### src/rtl/scan_decoder.sv
// Registered N-to-2^N one-hot decoder with a direct-select mode and an
// auto-scanning mode for multiplexed digit/row drive.
module scan_decoder #(
  parameter int SEL_W   = 3,
  parameter int DIV     = 4,
  parameter int ACT_LOW = 0
) (
  input  logic                  clk,
  input  logic                  rst_n,
  input  logic                  en,
  input  logic                  mode,
  input  logic [SEL_W-1:0]      sel,
  output logic [2**SEL_W-1:0]   o,
  output logic [SEL_W-1:0]      idx,
  output logic                  wrap
);

  localparam int OUT_W = 2**SEL_W;
  localparam int CW    = $clog2(DIV) + 1;
  localparam logic [CW-1:0]    CNT_MAX = CW'(DIV - 1);
  localparam logic [OUT_W-1:0] O_IDLE  = {OUT_W{ACT_LOW != 0}};

  typedef enum logic [1:0] {IDLE, DIRECT, SCAN} state_t;

  state_t           state, state_d;
  logic [CW-1:0]    cnt, cnt_d;
  logic [SEL_W-1:0] idx_d;
  logic             wrap_d;
  logic [OUT_W-1:0] dec;
  logic [OUT_W-1:0] o_d;

  always_ff @(posedge clk or negedge rst_n) begin
    if (!rst_n) begin
      state <= IDLE;
      cnt   <= '0;
      idx   <= '0;
      wrap  <= 1'b0;
      o     <= O_IDLE;
    end else begin
      state <= state_d;
      cnt   <= cnt_d;
      idx   <= idx_d;
      wrap  <= wrap_d;
      o     <= o_d;
    end
  end

  // Output is decoded from the next index so O and IDX update on the same edge.
  always_comb begin
    state_d = state;
    idx_d   = idx;
    cnt_d   = cnt;
    wrap_d  = 1'b0;
    dec     = '0;
    o_d     = O_IDLE;

    if (!en)
      state_d = IDLE;
    else if (mode)
      state_d = SCAN;
    else
      state_d = DIRECT;

    case (state_d)
      DIRECT: begin
        idx_d = sel;
        cnt_d = '0;
      end
      SCAN: begin
        if (state == IDLE) begin
          idx_d = '0;
          cnt_d = '0;
        end else if (state == DIRECT) begin
          cnt_d = '0;
        end else if (cnt == CNT_MAX) begin
          cnt_d  = '0;
          idx_d  = idx + 1'b1;
          wrap_d = &idx;
        end else begin
          cnt_d = cnt + 1'b1;
        end
      end
      default: ;
    endcase

    if (state_d != IDLE) begin
      dec = OUT_W'(1) << idx_d;
      o_d = (ACT_LOW != 0) ? ~dec : dec;
    end
  end

endmodule
### config.mk
export PLATFORM = sky130hd
export DESIGN_NAME = scan_decoder
export DESIGN_NICKNAME = d
export VERILOG_FILES = /design/src/rtl/scan_decoder.sv
export SDC_FILE = /design/constraint.sdc
export NUM_CORES = 1
export LEC_CHECK = 0
export CORE_ASPECT_RATIO = 0.8
export CORE_MARGIN = 1
export CORE_UTILIZATION = 42
export DETAILED_ROUTE_END_ITERATION = 7
export PLACE_DENSITY_LB_ADDON = 0.05
export SKIP_LAST_GASP = 1
export SLEW_MARGIN = 20
export SYNTH_ARGS = -nofsm -noshare
export SYNTH_HDL_FRONTEND = slang
export SYNTH_SLANG_ARGS = --single-unit
export TNS_END_PERCENT = 30
### constraint.sdc
create_clock -name clk -period 1.5 [get_ports clk]
set_input_delay 0.45 -clock clk [delete_from_list [all_inputs] [get_ports clk]]
set_output_delay 0.45 -clock clk [all_outputs]
set_load 0.03 [all_outputs]
==> impl_metrics.env <==
export IMPL_outcome="finished with violations"
export IMPL_violations="setup timing"
export IMPL_grt_overflow=0
export IMPL_max_stage_delay_ns=0.43
export IMPL_synth_fp_nets=82
export IMPL_coreArea_um2=1690
export IMPL_arrival_ns=1.76
export IMPL_final_cells=126
export IMPL_grt_pass1_wl_um=2680
export IMPL_cts_sinks=17
export IMPL_slew_headroom_pct=73.0
export IMPL_power_total_w=0.00101
export IMPL_post_cts_setup_buffers=0
export IMPL_grt_usage_pct=19.4
export IMPL_clk_latency_ns=0.28
export IMPL_dp_cells=122
export IMPL_numCtsBuffers=3
export IMPL_power_density_nw_per_um2=865
export IMPL_synth_warnings=0
export IMPL_grt_max_degree=18
export IMPL_yosysSeqAreaShare_pct=53.6
export IMPL_die_h_um=40.9
export IMPL_antenna_found_initial=0
export IMPL_drtAntennaViolNets=0
export IMPL_path_clk_slew_ns=0.09
export IMPL_netlist_instances=72
export IMPL_antennaDiodeCount=0
export IMPL_die_area_um2=2070
export IMPL_synth_edf_count=0
export IMPL_place_ws_ns=-0.444
export IMPL_synth_area_um2=793
export IMPL_worst_ep_required_time_ns=1.70
export IMPL_maxCapViolCount=0
export IMPL_crit_top_cell="ha_4"
export IMPL_crit_family="adder cells"
export IMPL_r2r_start="idx[0]"
export IMPL_rows=13
export IMPL_swShare_pct=29.3
export IMPL_initial_core_util_pct=46.9
export IMPL_end_kind="register"
export IMPL_hold_class="input port to asynchronous set/reset pin"
export IMPL_drive_above_1_share_pct=35.6
export IMPL_drc=0
export IMPL_finalHoldViolCount=0
export IMPL_hpwl_um=1300
export IMPL_firstDrtPassIters=4
export IMPL_portBuffers=18
export IMPL_clockPowerShare_pct=22.6
export IMPL_cp_start_kind="register"
export IMPL_crit_type="register to register"
export IMPL_cts_root_buf="clkbuf_4"
export IMPL_worst_path_buf_inv=0
export IMPL_drtIter0Drc=14
export IMPL_critPathLaunch="idx[0]"
export IMPL_seq_area_um2=428
export IMPL_pwr_share_comb_pct=27.0
export IMPL_vias=642
export IMPL_areaGrowthSynthToFinish_pct=46.8
export IMPL_wirelength_um=1780
export IMPL_ys_flop_type="dfrtp_1"
export IMPL_slew_violations=0
export IMPL_path_cells="ha_4 -> ha_4 -> nand2_2 -> o221ai_2 -> o211ai_1 -> nor3_1"
export IMPL_finalClockSkew_ns=0.00362
export IMPL_gp_congestion=0.849
export IMPL_tightest_slew_ns=0.403
export IMPL_cts_buffer_depth=2
export IMPL_htreeDepth=1
export IMPL_async_reset_ff_share_pct=100
export IMPL_internal_power_w=0.000712
export IMPL_via_per_inst=5.10
export IMPL_cts_hold_buffers_added=0
export IMPL_slowest_stage="dfrtp_2"
export IMPL_fillers=137
export IMPL_crit_fanout=5
export IMPL_grt_pass1_vias=586
export IMPL_ios=19
export IMPL_syn_area_per_cell_um2=11.0
export IMPL_period_needed_ns=1.56
export IMPL_setup_viol=5
export IMPL_fin_util_pct=68.9
export IMPL_period_share_pct=104
export IMPL_switchingPower_w=0.000295
export IMPL_fmax_mhz=643
export IMPL_yosys_register_bits=17
export IMPL_die_w_um=50.6
export IMPL_synthDistinctLibCells=29
export IMPL_wire_per_inst_um=14.1
export IMPL_multi_input_area_um2=375
export IMPL_nets=115
export IMPL_fin_ws_ns=-0.0563
export IMPL_leakage_nw=0.618
export IMPL_ir_drop_uv=613
export IMPL_whs_ns=0.486
export IMPL_rsz0062_at_grt="true"
export IMPL_p_seq_share_pct=50.4
export IMPL_cts_tree="built"
registers in the layout, summed over array words and instances (netlist names):
signal,flops
cnt,3
idx,3
o,8
state,2
wrap,1
what timing repair did:
action | 4_1_cts | 5_1_grt
setup endpoints to repair | 19 | 21
gates resized for setup | 5 | 14
pin swaps | 0 | 2
per-layer routing:
metal / wire length [um] / global-route usage (%) / vias up
met4: 13 / 6.25 / 0
met2: 779 / 29.7 / 28
met5: 0 / 0 / -
li1: - / - / 323
met3: 131 / 6.67 / 2
met1: 858 / 26.2 / 289
worst paths after layout:
| path | to | slack [ns] | depth (start not counted) |
|---|---|---|---|
| worst min register to register | cnt[2] | 0.56 | 1 |
| worst min-delay path | o[6] | 0.49 | 2 |
| worst max register to register | o[4] | -0.06 | 6 |
| worst max-delay path | o[4] | -0.06 | 6 |
| min in group clk | cnt[2] | 0.56 | 1 |
| max in group asynchronous | idx[0] | 0.81 | 2 |
layout by cell type (no fill, tap or decap), types with 2 or more instances in the layout:
cell	netlist	final
dlygate4sd2_1	0	5
dlymetal6s2s_1	0	6
dfrtp_1	17	15
clkdlybuf4s50_1	0	4
buf_4	0	16
inv_2	3	2
o211ai_1	3	3
clkbuf_4	0	3
dfrtp_2	0	2
o21ai_0	5	4
nor3_1	8	7
ha_4	0	3
nand3_1	3	3
nor2b_1	2	2
inv_1	4	4
area by class of cell:
cell class	count	area share [%]
Sequential cell	17	36.7
Multi-Input combinational cell	45	32.2
Inverter	7	2.47
Timing Repair Buffer	31	24.0
Clock buffer	4	2.26
Tap cell	22	2.36
power by group through the flow:
stage | sequential (W) | combinational [W] | clock, W
2_1_floorplan | 0.000561 | 0.0000956 | 0
3_3_place_gp | 0.000515 | 0.000263 | 0
5_1_grt | 0.000510 | 0.000293 | 0.000263
4_1_cts | 0.000506 | 0.000261 | 0.000239
6_report | 0.000508 | 0.000272 | 0.000228
3_5_place_dp | 0.000515 | 0.000265 | 0
cells by family (layout without fill, tap and decap cells):
kind of cell,after synthesis,after routing,synth area share (%)
buffers and inverters,10,42,6.78
adder cells (fa/ha/maj),3,3,4.73
AO/OA/AOI/OAI,17,17,16.2
flip-flops,17,17,53.6
AND/OR/NAND/NOR,25,25,18.6
cell usage after synthesis (all sizes together), types with 2 or more instances:
master / count / area share (%)
nand2: 2 / 0.95
nor3: 8 / 5.0
nand3: 3 / 1.9
nor2b: 2 / 1.6
buf: 3 / 3.5
ha: 3 / 4.7
o21ai: 5 / 3.2
inv: 7 / 3.3
a21oi: 2 / 1.7
dfrtp: 17 / 54
and2: 2 / 1.6
o211ai: 3 / 2.8
and3b: 2 / 2.7
nand2b: 2 / 1.6
per-stage QoR:
stage | setup TNS, ns | area, um^2
3_3_place_gp | -4.14 | 1090
4_1_cts | -1.75 | 1110
6_report | -0.152 | 1160
2_1_floorplan | 0 | 821
3_5_place_dp | -4.19 | 1090
5_1_grt | -0.752 | 1160
Note: power is estimated with default switching activity, not from simulation.
==> RTL edit: new RTL, same settings <==
Re-encode `state_t` (3 states) as one-hot, 3 bits wide.
--- a/src/rtl/scan_decoder.sv
+++ b/src/rtl/scan_decoder.sv
@@ -20,7 +20,7 @@
   localparam logic [CW-1:0]    CNT_MAX = CW'(DIV - 1);
   localparam logic [OUT_W-1:0] O_IDLE  = {OUT_W{ACT_LOW != 0}};
 
-  typedef enum logic [1:0] {IDLE, DIRECT, SCAN} state_t;
+  typedef enum logic [2:0] {IDLE = 3'b001, DIRECT = 3'b010, SCAN = 3'b100} state_t;
 
   state_t           state, state_d;
   logic [CW-1:0]    cnt, cnt_d;
Behaviour: no difference found for any inputs over 10 cycles, from zero or initial values and one cycle with rst_n low; not proved beyond that.
==> RTL edit against the original RTL <==
- the flow still finishes with violations (negative setup slack)
- wire length is 12% higher
- final area grew 15%
- synthesized area is 8.4% higher
- global-route usage rose by 1.6 points
- power grew 20%
- sequential cell count up 1
- final cell count up 8.7%
- setup slack got worse by 260 ps
- die area up 8.0%
- critical endpoint is now o[3]$_DFF_PN0_
- largest cell class unchanged
==> RTL edit: results (changes against the original RTL) <==
| Metric | Value |
|---|---|
| Vias per Instance | `5.46 (+7.2%)` |
| Slew @ Worst Pin | `366 ps (-36.5 ps)` |
| Library cells used by synthesis | `35 (+21%)` |
| Synth Area in Compound Gates | `18.8% (+2.5 points)` |
| Routability Congestion | `0.836 (-1.6%)` |
| Status | `finished with violations` |
| H-tree Lvls | `1 (unchanged)` |
| NumNets Final | `124 (+7.8%)` |
| Fin Setup TNS | `-5250 ps (-5090 ps)` |
| CTS buffer count | `3 (unchanged)` |
| Iteration-0 DRC Markers | `19 (+5)` |
| Sequential area share after synthesis | `52.5% (-1.1 points)` |
| Pre-CTS WS | `-712 ps (-268 ps)` |
| Mux share of post-synthesis cell area | `1.16% (+1.2 points)` |
| Vias in the first global route | `677 (+16%)` |
| Maximum vdd drop | `0.747 mV (+22%)` |
| Drt pass-1 iters | `4 (unchanged)` |
| Layout cells sized above 1 | `45.1% (+9.6 points)` |
| Post-Route WL | `2000 um (+12%)` |
| Max FFs per register | `8 (unchanged)` |
| Layout fillers | `132 (-3.6%)` |
| Commonest cells in the netlist | `dfrtp_1 (17), inv_1 (6)` |
| Top reg by flops | `o` |
| Antenna violations before repair | `0 (unchanged)` |
| Static leakage | `0.601 nW (-2.7%)` |
| Clk slew on worst S/H paths | `110 ps (+20 ps)` |
| Root buf cell | `clkbuf_4` |
| Global-route wire length before repair | `3250 um (+21%)` |
| Synth warn | `0 (unchanged)` |
| DPL Wire Length | `1510 um (+16%)` |
| Critical path arrival | `2040 ps (+280 ps)` |
| Post-Synth XOR/XNOR Area | `1.02% (+1.0 points)` |
| Worst-Skew Late Latency | `300 ps (+20 ps)` |
| Syn Nets | `82 (unchanged)` |
| Failing checks | `negative setup slack` |
| Worst Path Max Fanout | `4 (-1)` |
| Largest net degree at the start of global routing | `19 (+1)` |
| Setup slack after layout | `-319 ps (-263 ps)` |
| Bufs on Longest Clock Path | `2 (unchanged)` |
| Synth top area cells | `dfrtp_1 (49%), ha_1 (4.4%), nor3_2 (3.5%), a221oi_4 (3.1%), dfstp_2 (3.1%)` |
| Final setup fails | `20 (+15)` |
| Adder-Cell Fraction of Synth Area | `4.37% (-0.37 points)` |
| Worst Hold Class | `in2reg` |
| Global Route Usage Sum | `20.9% (+1.6 points)` |
| Layout Skew | `2.76 ps (-0.863 ps)` |
| Asr flop ratio synth | `100% (unchanged)` |
| Ant. Diodes | `0 (unchanged)` |
| Port bufs | `18 (unchanged)` |
| Synth area leader | `dfrtp_1` |
==> RTL edit: through the flow <==
| step | power, mW | instances | instance area, sq um | utilization [%] |
|---|---|---|---|---|
| floorplan | 0.730 | 72 | 898 | - |
| global placement | 0.879 | 130 | 1230 | 64.3 |
| detailed placement | 0.883 | 130 | 1230 | 64.3 |
| global route | 1.27 | 137 | 1340 | 69.9 |
| finish | 1.21 | 137 | 1340 | 69.9 |
| CTS | 1.21 | 135 | 1310 | 68.5 |
==> RTL edit: power by group <==
group          switching (mW)  internal, mW  total (mW)
combinational           0.198         0.169       0.367
sequential             0.0181         0.520       0.538
clock                   0.160         0.148       0.309
==> RTL edit: repair_timing <==
item	4_1_cts	5_1_grt
endpoints found under the setup margin	21	25
pin swaps	4	6
resized for setup	9	4
buffers inserted	1	2
==> RTL edit: worst max-delay path, stage by stage (launching register included) <==
cell      delay, ps
dfstp_2         550
or3b_4          400
o2111a_2        200
a2111o_1        390
nor3_1          190
==> RTL edit: kinds of logic after synthesis <==
family,Yosys count
and+or+nand+nor,23
buffers and inverters,9
adders and majority gates,3
DFF,18
xor gates and xnor gates,1
muxes,1
AOI/OAI and AO/OA,17
==> RTL edit: worst paths after layout <==
| path | start | slack (ps) | endpoint | depth (start not counted) |
|---|---|---|---|---|
| worst max-delay path | state[0]$_DFF_PN1_ | -320 | o[3]$_DFF_PN0_ | 4 |
| worst min-delay path | en | 450 | idx[2]$_DFF_PN0_ | 2 |
| worst max register to register | state[0]$_DFF_PN1_ | -320 | o[3]$_DFF_PN0_ | 4 |
| worst min register to register | cnt[0]$_DFFE_PN0N_ | 510 | cnt[0]$_DFFE_PN0N_ | 1 |
| max in group asynchronous | rst_n | 780 | state[0]$_DFF_PN1_ | 2 |
| min in group asynchronous | rst_n | 470 | cnt[1]$_DFFE_PN0N_ | 2 |
==> RTL edit: layout make-up <==
class / instances / area share [%]
clock buffer: 4 / 2.72
inverter: 7 / 2.16
multi-input combinational: 45 / 33.2
sequential: 18 / 34.0
tap: 24 / 2.25
timing repair buffer: 39 / 25.7
==> RTL edit: per-layer routing <==
| metal | routed length (um) | vias to the layer above | global-route usage (%) |
|---|---|---|---|
| met4 | 11 | 0 | 7.89 |
| met5 | 0 | - | 0 |
| met2 | 864 | 35 | 28.1 |
| met1 | 996 | 361 | 31.8 |
| li1 | - | 350 | - |
| met3 | 131 | 2 | 5.43 |
